===== src/rtl/nand_stim_seq_pkg.sv =====
// Shared types and constants for the NAND-chain stimulus sequencer and its golden model.
package nand_stim_seq_pkg;

   typedef enum logic [2:0] {
      ST_IDLE      = 3'd0,
      ST_DRIVE     = 3'd1,
      ST_SAMPLE    = 3'd2,
      ST_REPORT    = 3'd3,
      ST_WAIT_STEP = 3'd4,
      ST_DONE      = 3'd5
   } seq_state_e;

   localparam int unsigned DEFAULT_HOLD = 4;
   localparam int unsigned HOLD_W       = 8;
   localparam int unsigned IDX_W        = 4;
   localparam int unsigned CNT_W        = 5;

   localparam logic [IDX_W-1:0] LAST_VEC = 4'd15;
   localparam logic [CNT_W-1:0] MISM_MAX = 5'd16;

   // Layout of one reported result; packs to {vecIdx, e, f, g, mismatch}.
   typedef struct packed {
      logic [IDX_W-1:0] vecIdx;
      logic [2:0]       efg;
      logic             mismatch;
   } res_word_t;

endpackage


===== src/rtl/nand_golden.sv =====
// Combinational reference for the three-stage NAND chain: e=~(a&b), f=~(e&c), g=~(f&d).
module nand_golden (
   input  logic a,
   input  logic b,
   input  logic c,
   input  logic d,
   output logic e,
   output logic f,
   output logic g
);

   assign e = ~(a & b);
   assign f = ~(e & c);
   assign g = ~(f & d);

endmodule


===== src/rtl/nand_stim_seq.sv =====
// Sweeps all 16 input vectors through the NAND chain, holds each for HOLD_CYCLES,
// samples e/f/g against the golden model and reports one result word per vector.
module nand_stim_seq
   import nand_stim_seq_pkg::*;
#(
   parameter int unsigned HOLD_CYCLES = DEFAULT_HOLD
) (
   input  logic             clk,
   input  logic             rst_n,
   input  logic             start,
   input  logic             step_mode,
   input  logic             step,
   output logic             a,
   output logic             b,
   output logic             c,
   output logic             d,
   input  logic             e,
   input  logic             f,
   input  logic             g,
   output logic [IDX_W-1:0] vec_idx,
   output logic             res_valid,
   output logic [7:0]       res_data,
   output logic [CNT_W-1:0] mism_cnt,
   output logic             busy,
   output logic             done
);

   localparam logic [HOLD_W-1:0] HOLD_RELOAD = HOLD_W'(HOLD_CYCLES - 1);

   seq_state_e       state_q,   state_d;
   logic [HOLD_W-1:0] holdCnt_q, holdCnt_d;
   logic [IDX_W-1:0] vecIdx_q,  vecIdx_d;
   logic [CNT_W-1:0] mismCnt_q, mismCnt_d;
   res_word_t        resData_q, resData_d;

   logic goldE;
   logic goldF;
   logic goldG;
   logic isMismatch;

   nand_golden uGolden (
      .a (vecIdx_q[3]),
      .b (vecIdx_q[2]),
      .c (vecIdx_q[1]),
      .d (vecIdx_q[0]),
      .e (goldE),
      .f (goldF),
      .g (goldG)
   );

   assign isMismatch = ({e, f, g} != {goldE, goldF, goldG});

   always_ff @(posedge clk) begin
      if (!rst_n) begin
         state_q   <= ST_IDLE;
         holdCnt_q <= HOLD_RELOAD;
         vecIdx_q  <= '0;
         mismCnt_q <= '0;
         resData_q <= '0;
      end else begin
         state_q   <= state_d;
         holdCnt_q <= holdCnt_d;
         vecIdx_q  <= vecIdx_d;
         mismCnt_q <= mismCnt_d;
         resData_q <= resData_d;
      end
   end

   // The driven vector is vecIdx_q itself, so a/b/c/d only move when a new DRIVE begins.
   always_comb begin
      state_d   = state_q;
      holdCnt_d = holdCnt_q;
      vecIdx_d  = vecIdx_q;
      mismCnt_d = mismCnt_q;
      resData_d = resData_q;

      unique case (state_q)
         ST_IDLE: begin
            if (start) begin
               state_d   = ST_DRIVE;
               vecIdx_d  = '0;
               mismCnt_d = '0;
               holdCnt_d = HOLD_RELOAD;
            end
         end

         ST_DRIVE: begin
            if (holdCnt_q == '0) begin
               state_d = ST_SAMPLE;
            end else begin
               holdCnt_d = holdCnt_q - 1'b1;
            end
         end

         ST_SAMPLE: begin
            state_d            = ST_REPORT;
            resData_d.vecIdx   = vecIdx_q;
            resData_d.efg      = {e, f, g};
            resData_d.mismatch = isMismatch;
            if (isMismatch && (mismCnt_q != MISM_MAX)) begin
               mismCnt_d = mismCnt_q + 1'b1;
            end
         end

         ST_REPORT: begin
            if (vecIdx_q == LAST_VEC) begin
               state_d = ST_DONE;
            end else if (step_mode) begin
               state_d = ST_WAIT_STEP;
            end else begin
               state_d   = ST_DRIVE;
               vecIdx_d  = vecIdx_q + 1'b1;
               holdCnt_d = HOLD_RELOAD;
            end
         end

         // Only step releases the pause; step_mode is not consulted here.
         ST_WAIT_STEP: begin
            if (step) begin
               state_d   = ST_DRIVE;
               vecIdx_d  = vecIdx_q + 1'b1;
               holdCnt_d = HOLD_RELOAD;
            end
         end

         ST_DONE: begin
            if (start) begin
               state_d   = ST_DRIVE;
               vecIdx_d  = '0;
               mismCnt_d = '0;
               holdCnt_d = HOLD_RELOAD;
            end
         end

         default: begin
            state_d = ST_IDLE;
         end
      endcase
   end

   assign a         = vecIdx_q[3];
   assign b         = vecIdx_q[2];
   assign c         = vecIdx_q[1];
   assign d         = vecIdx_q[0];
   assign vec_idx   = vecIdx_q;
   assign res_valid = (state_q == ST_REPORT);
   assign res_data  = resData_q;
   assign mism_cnt  = mismCnt_q;
   assign busy      = (state_q != ST_IDLE) && (state_q != ST_DONE);
   assign done      = (state_q == ST_DONE);

endmodule


===== config.mk =====
export PLATFORM = sky130hd
export DESIGN_NAME = nand_stim_seq
export DESIGN_NICKNAME = d
export VERILOG_FILES = /design/src/rtl/nand_stim_seq_pkg.sv /design/src/rtl/nand_golden.sv /design/src/rtl/nand_stim_seq.sv
export SDC_FILE = /design/constraint.sdc
export NUM_CORES = 1
export LEC_CHECK = 0
export ABC_AREA = 1
export CORE_MARGIN = 5
export CORE_UTILIZATION = 57
export CTS_BUF_LIST = sky130_fd_sc_hd__clkbuf_8
export CTS_CLUSTER_DIAMETER = 80
export CTS_CLUSTER_SIZE = 14
export DETAILED_ROUTE_END_ITERATION = 8
export GPL_TIMING_DRIVEN = 0
export HOLD_SLACK_MARGIN = 0.1
export PLACE_DENSITY = 0.95
export SLEW_MARGIN = 10
export SYNTH_ARGS = -nofsm -noshare
export SYNTH_HDL_FRONTEND = slang
export SYNTH_HIERARCHICAL = 1
export SYNTH_SLANG_ARGS = --single-unit

===== constraint.sdc =====
create_clock -name clk -period 3.6 [get_ports clk]
set_input_delay 0.36 -clock clk [delete_from_list [all_inputs] [get_ports clk]]
set_output_delay 0.36 -clock clk [all_outputs]
set_load 0.01 [all_outputs]

## Word-level counts from Yosys, hierarchy flattened

Cells that the tools add are included.

- Register bits after elaboration: 28
- Bits of input ports: 8
- Output and inout bits: 24

- Add/sub/neg operators: 3
- Equal/unequal tests: 16
- Mux-type cells: 20
- Bitwise gates (word level): 6
- Reduce and logical (&&, ||, !) cells: 13

Operators with widths:

| operator | number |
|---|---|
| 8-bit two-way mux | 5 |
| 8-bit case mux with 4 select lines | 1 |
| 4-bit two-way mux | 4 |
| 3-bit two-way mux | 5 |
| 3-bit case mux with 5 select lines | 1 |
| 2-bit != test, second input constant | 6 |
| 4-bit case mux with 3 select lines | 1 |
| 5-bit two-way mux | 2 |
| 5-bit case mux with 2 select lines | 1 |
| 8-bit logical NOT | 1 |
| 8-bit by 1-bit subtractor with 8-bit output, second input constant | 1 |
| 3-bit by 2-bit == test with 1-bit output, second input constant | 2 |
| 3-bit == test, second input constant | 2 |
| 3-bit AND reduction | 2 |
| 6-bit AND reduction | 1 |
| 3-bit nonzero test | 2 |
| 5-bit by 1-bit adder with 5-bit output, second input constant | 1 |
| 5-bit != test, second input constant | 1 |
| 5-bit AND reduction | 1 |
| 4-bit by 1-bit adder with 4-bit output, second input constant | 1 |
| 4-bit == test, second input constant | 1 |
| 4-bit nonzero test | 1 |
| 1-bit bitwise AND | 3 |
| 3-bit by 1-bit == test with 1-bit output, second input constant | 1 |
| 8 further kinds | 11 |

## Logic depth before layout (Yosys ltp)

Gate-level depths: netlist of run 1.

- Depth in word-level cells: 10
- Depth in mapped cells: 12
- Depth with buffers taken out: 12

## Hierarchy

The synthesis of run 1 kept the hierarchy.

By module, submodules not included:

| module | times used | cells an instance | area each (µm²) | sequential area each (µm²) |
|---|---|---|---|---|
| nand_stim_seq | 1 | 227 | 1525.2 | 560.5 |
| nand_golden | 1 | 3 | 18.8 | 0.0 |

## Least setup slack after synthesis of run 1

OpenSTA, ideal clock, no wires.

- Path type: reg-to-reg
- Start point: reg vecIdx_q[1], in the netlist vec_idx[1]
- End point: reg holdCnt_q[6]
- Data arrival time: 1.349 ns
- Required time: 3.487 ns
- Path slack: 2.138 ns
- Cell stages (with the launch flop): 10
- Path buffers: 0
- Clock period less this slack: 1.462 ns
- Cells stage by stage: dfxtp_1 > ha_1 > inv_1 > nor2_1 > o21ai_1 > nand4_2 > nand2_2 > nand2_1 > nand2_1 > nor2_1

- Cells in the longest elaborated chain, start to end: 3

RTL lines:

| what | line | source |
|---|---|---|
| start: declaration | nand_stim_seq.sv:32 | `logic [IDX_W-1:0] vecIdx_q, vecIdx_d;` |
| start signal: assignment | nand_stim_seq.sv:63 | `vecIdx_q <= vecIdx_d;` |
| 4-bit == test | nand_stim_seq.sv:106 | `if (vecIdx_q == LAST_VEC) begin` |
| 2-bit != test (no line) | n/a |  |
| 6-bit AND reduction (no line) | n/a |  |
| end signal: assignment | nand_stim_seq.sv:62 | `holdCnt_q <= holdCnt_d;` |
| end: declaration | nand_stim_seq.sv:31 | `logic [HOLD_W-1:0] holdCnt_q, holdCnt_d;` |

Every way passes these cells.
A chain may end at the register's enable or synchronous reset.

## Final worst setup path of run 1

- Start point: reg state_q[0]
- End point: out busy

- Cells in the longest elaborated chain, start to end: 2
- Elaborated cells between the ends (all ways): 3
- Those cells by class: eq/ne (1); reduce/logical (2)

RTL lines:

| what | line | source |
|---|---|---|
| start: declaration | nand_stim_seq.sv:30 | `seq_state_e state_q, state_d;` |
| start signal: assignment | nand_stim_seq.sv:61 | `state_q <= state_d;` |
| 3-bit != test / 3-bit nonzero test (equally long branches) | nand_stim_seq.sv:149 | `assign busy = (state_q != ST_IDLE) && (state_q != ST_DONE);` |
| 1-bit logical AND * | nand_stim_seq.sv:149 |  |
| end: declaration | nand_stim_seq.sv:24 | `output logic busy,` |

Every way passes the cells marked *; elsewhere a longest branch is shown, timed or not.

==> results of run 1 <==
## worst paths after layout
check	slack (ns)	endpoint	from	cells past startpoint
hold reg to reg	0.47	res_data[0]	res_data[0]	2
setup reg to reg	1.90	holdCnt_q[6]	vec_idx[1]	9
setup / recovery	1.57	busy	state_q[0]	5
hold / removal	0.47	res_data[0]	res_data[0]	2
## registers in the layout, indices dropped and copies added (netlist names)
signal     cells
holdCnt_q      8
mism_cnt       5
res_data       8
state_q        3
vec_idx        4
## stage by stage
| stage | power, mW | util | instances | setup WS [ns] | hold slack (ns) |
|---|---|---|---|---|---|
| after detailed placement | 1.14 | 0.743 | 291 | 1.72 | 0.456 |
| after global routing | 1.45 | 0.765 | 295 | 1.49 | 0.511 |
| final | 1.35 | 0.765 | 295 | 1.57 | 0.474 |
| after CTS | 1.34 | 0.765 | 295 | 1.58 | 0.472 |
| after floorplan | 0.896 | - | 230 | 2.14 | 0.442 |
| after global placement | 1.11 | 0.743 | 291 | 1.71 | 0.452 |
## cell type report
| class | count | area, um2 | area share |
|---|---|---|---|
| multi-input cells | 164 | 826 | 0.424 |
| clock buffers | 4 | 55.1 | 0.0283 |
| plain buffers | 8 | 45.0 | 0.0231 |
| well taps | 30 | 37.5 | 0.0193 |
| flip-flops and latches | 28 | 561 | 0.288 |
| repair buffers | 31 | 310 | 0.159 |
| inverters | 30 | 113 | 0.0578 |
## cell usage in the layout, fill, tap and decap left out
| cell | count |
|---|---|
| nand3_2 | 1 |
| ha_1 | 5 |
| nand3_1 | 22 |
| buf_4 | 4 |
| clkbuf_8 | 4 |
| nor2_1 | 32 |
| a211oi_1 | 1 |
| a21oi_1 | 15 |
| nand4_1 | 3 |
| nand2_1 | 42 |
| dfxtp_1 | 28 |
| buf_1 | 1 |
| nor2_2 | 1 |
| inv_1 | 27 |
| xnor2_1 | 1 |
| o21ai_1 | 9 |
| nand2_2 | 8 |
| nor3_2 | 1 |
| o21ai_0 | 12 |
| nand4_2 | 1 |
| nor3_1 | 4 |
| clkbuf_1 | 3 |
| xor2_1 | 5 |
| nor3b_1 | 1 |
| clkdlybuf4s50_1 | 31 |
| inv_2 | 3 |
## where the power goes
| group | leakage (nW) | switching (mW) | internal (mW) | total, mW |
|---|---|---|---|---|
| Sequential | 0.228 | 0.0581 | 0.382 | 0.440 |
| Clock | 0.0288 | 0.102 | 0.0981 | 0.200 |
| Combinational | 0.612 | 0.442 | 0.264 | 0.706 |
## routing by layer
layer	wire [um]	global-route usage	vias up
li1	-	-	810
met1	1740	0.317	748
met2	1820	0.362	67
met3	287	0.0310	4
met4	43	0.0576	0
met5	0	0	-
## worst min-delay path, stage by stage (launching register included)
cell and delay (ns):
dfxtp_1 0.32, nand2_1 0.06, a21oi_1 0.06
## cells by family after synthesis
logic type / count (synthesis) / share of synthesized area
xor+xnor: 6 / 0.0340
simple gates: 116 / 0.339
fa+ha+maj: 5 / 0.0405
compound gates: 37 / 0.122
buf+inv: 38 / 0.102
flops: 28 / 0.363
==> results.toml, run 1 <==
[outcome]
status = "finished clean"

[sta]
layout_worst_path_cycle_share = 0.564
skew_ns = 0.00164
fin_tns_setup_ns = 0
slew_violations = 0
period_minus_slack_ns = 2.03
max_freq_mhz = 492
rsz0062_at_grt = "no"
slew_headroom = 0.669
worstMarginPinSlew_ns = 0.496
finalSetupViolCount = 0
finalHoldViolations = 0

[clock_network]
cts-htree-levels = 1
cts_root_buffer = "clkbuf_8"
cts_buffers = 3
clkSinkCount = 28
hold_buffers = 0
post_cts_resized = 0
post_cts_buffers = 0
path_clk_slew_ns = 0.10
cts_tree = "built"
insertion_delay_ns = 0.28
cts_buffer_depth = 2

[floorplan]
fp.coreArea_um2 = 2540
io_pins = 32
die_x_um = 62.0
die_area_um2 = 3850
start_util = 0.607
fp.dieH_um = 62.0
rows = 18

[placement]
hpwl_mm = 2.80
gp_congestion = 0.882
portBuffers = 31
placed_cell_area_um2 = 1890

[critical_path]
crit_slowest_cell = "clkdlybuf4s50_1"
worst_setup_path_start_kind = "flop"
endpoint_kind = "primary output"
path_delay_family = "buffers and inverters"
slowest_delay_ns = 0.55
crit_buf_inv = 2
crit_path_cell_trace = "nor2_1 > nand2_1 > nand2_2 > inv_2 > clkdlybuf4s50_1"
crit_fanout = 6
crit_required_ns = 3.24
worstPathArrival_ns = 1.67
path_class = "reg -> out"

[logic_synthesis]
synth_commonest_cells = "42 x nand2_1, 32 x nor2_1, 28 x dfxtp_1"
synth-edff-count = 0
synthCells = 230
netlist.area_leader.share = 0.363
ys_ff_latch = 28
yosysMostFrequentCell = "nand2_1"
ys_seq_area_frac = 0.363
synthArstFlopShare = 0
yosys_warnings = 6
yosysUniqueCellTypes = 24
synth_top_cell_by_area = "dfxtp_1"
synthTopCellsByArea = "dfxtp_1 36%, nand2_1 10%, nor2_1 7.8%"
syn_area_per_cell_um2 = 6.71
ys.flop_type = "dfxtp_1"
synthesis.nets = 243
netlist_area_um2 = 1540

[routing]
first_iter_violations = 120
drcViolationCount = 0
drt.antenna.violating_nets = 0
viasPerCell = 5.52
wl_per_cell_um = 13.2
wirelength_mm = 3.89
vias = 1629
dr.pass1.iters = 4

[job]
maxCapViolCount = 0

[power_and_ir_drop]
p_per_area_nw_per_um2 = 691
vdd_drop_max_mv = 0.508
p_leak_nw = 0.869

[finish]
design_area_um2 = 1950
synthToLayoutAreaGrowth_pct = 26.1
fillers = 179
drive_gt1_frac = 0.0868
n_antenna_cell = 0
final_net_count = 279

[global_routing]
grt_max_degree = 16
globalRouteTotalUtil = 0.225
grt_pass1_wl_mm = 6.51
antenna_found_initial = 0
overflow = 0
first_global_vias = 1416

[worst_hold_path]
hp-class = "reg -> reg"
Power figures use the tool's default switching activity.
==> run 2, diff against run 1 <==
Settings changed: CORE_UTILIZATION 57 to 47, PLACE_DENSITY 0.95 to 0.88.
Clock period 3.6 ns to 1.8 ns, I/O delays scaled along.
==> run 2 against run 1 <==
Effect of this change:
- count of clock-buffer cells in the layout is the same
- final area grew 1.3%
- sequential share of layout area shrank 0.13 points
- largest cell class unchanged
- utilization shrank 13 points
- critical endpoint is now res_valid
- wire length shrank 4.6%
- non-clock buffer count is the same
- critical path depth shrank 1
==> results.toml, run 2 (same netlist as run 1, synthesis figures left out) <==
[job]
maxCapViolCount = 0

[floorplan]
fp.dieH_um = 67.3
die_area_um2 = 4530
die_x_um = 67.3
io_pins = 32
start_util = 0.498
fp.coreArea_um2 = 3100
rows = 20

[routing]
first_iter_violations = 80
dr.pass1.iters = 4
wl_per_cell_um = 12.0
drt.antenna.violating_nets = 0
wirelength_mm = 3.71
vias = 1578
drcViolationCount = 0
viasPerCell = 5.11

[sta]
period_minus_slack_ns = 1.72
skew_ns = 0.00238
finalHoldViolations = 0
finalSetupViolCount = 0
slew_headroom = 0.671
worstMarginPinSlew_ns = 0.493
slew_violations = 0
rsz0062_at_grt = "yes"
layout_worst_path_cycle_share = 0.957
max_freq_mhz = 581

[critical_path]
endpoint_kind = "primary output"
crit_required_ns = 1.62
r2r_start = "vec_idx[3]"
crit_fanout = 5
worstPathArrival_ns = 1.54
ff2ff_path_depth = 11
reg2reg_to = "mism_cnt[0]"
r2r_setup_slack_ns = 0.16
path_class = "reg -> out"
worst_setup_path_start_kind = "flop"

[finish]
regArea_um2 = 566
drive_gt1_frac = 0.102
n_antenna_cell = 0
final_common_cell = "nand2_1"
fillers = 282
multi_input_area_um2 = 831
synthToLayoutAreaGrowth_pct = 27.8
finalNonFillerCells = 309
design_area_um2 = 1970
final_cell_mix = "42 x nand2_1, 32 x nor2_1, 30 x clkdlybuf4s50_1, 27 x inv_1, 24 x dfxtp_1"
final_net_count = 279

[clock_network]
hold_buffers = 0
cts_buffers = 3
clkSinkCount = 28
cts_tree = "built"
post_cts_buffers = 0
cts-htree-levels = 1
cts_buffer_depth = 2
path_clk_slew_ns = 0.10
cts_root_buffer = "clkbuf_8"
insertion_delay_ns = 0.28

[global_routing]
overflow = 0
grt_pass1_wl_mm = 6.27
first_global_vias = 1438
globalRouteTotalUtil = 0.179
grt_max_degree = 16
antenna_found_initial = 0

[worst_hold_path]
hp-class = "reg -> reg"
whs_endpoint = "holdCnt_q[0]"
worstHoldStart = "holdCnt_q[0]"
min_delay_path_depth = 2

[power_and_ir_drop]
p_per_area_nw_per_um2 = 1360
p_leak_nw = 0.875
vdd_drop_max_mv = 0.722
power.total_mw = 2.68

[placement]
placed_cell_area_um2 = 1910
hpwl_mm = 2.85
portBuffers = 31
gp_congestion = 0.873
dp.cells = 305

[outcome]
status = "finished clean"
## run 2: worst max-delay path, stage by stage, from the launching register on
cell	delay, ns
dfxtp_1	0.34
inv_1	0.13
nand3_1	0.13
inv_1	0.10
clkdlybuf4s50_1	0.56
## run 2: worst max-delay path by stage
stage	start	endpoint	cells after the start	slack, ns
after detailed placement	rst_n	res_data[2]	5	0.06
after floorplan	vec_idx[1]	holdCnt_q[6]	9	0.34
final	state_q[2]	res_valid	4	0.08
after global placement	rst_n	res_data[5]	5	0.05
after global routing	vec_idx[0]	holdCnt_q[5]	8	-0.008
after CTS	state_q[2]	res_valid	4	0.06
## run 2: per-layer routing
layer,global-route usage,routed length (um),vias to the layer above
met3,0.0233,218,5
met4,0.0861,65,0
li1,-,-,809
met2,0.304,1760,47
met1,0.223,1670,717
met5,0,0,-
## run 2: area by class of cell
type,count,share of cell area
multi-input cells,164,0.421
repair buffers,31,0.157
clock buffers,4,0.0279
well taps,44,0.0279
inverters,30,0.0571
flip-flops and latches,28,0.287
plain buffers,8,0.0228
## run 2: report_power, final
| part | leakage [nW] | switching (mW) | total, mW | internal (mW) |
|---|---|---|---|---|
| combinational | 0.616 | 0.880 | 1.40 | 0.518 |
| clock | 0.0288 | 0.206 | 0.402 | 0.196 |
| sequential | 0.230 | 0.111 | 0.877 | 0.767 |
| total | 0.875 | 1.20 | 2.68 | 1.48 |
## run 2: stage by stage
stage / worst slack [ns] / util / setup TNS (ns) / hold slack, ns
finish: 0.0779 / 0.636 / 0 / 0.483
global route: -0.00837 / 0.636 / -0.0149 / 0.511
CTS: 0.0645 / 0.633 / 0 / 0.484
detailed placement: 0.0570 / 0.615 / 0 / 0.463
global placement: 0.0540 / 0.615 / 0 / 0.453
floorplan: 0.338 / - / 0 / 0.315
## run 2: what timing repair did
action	in CTS	in global routing
pin swaps	0	0
setup endpoints to repair	1	11
cloned	0	0
gates resized for setup	2	4
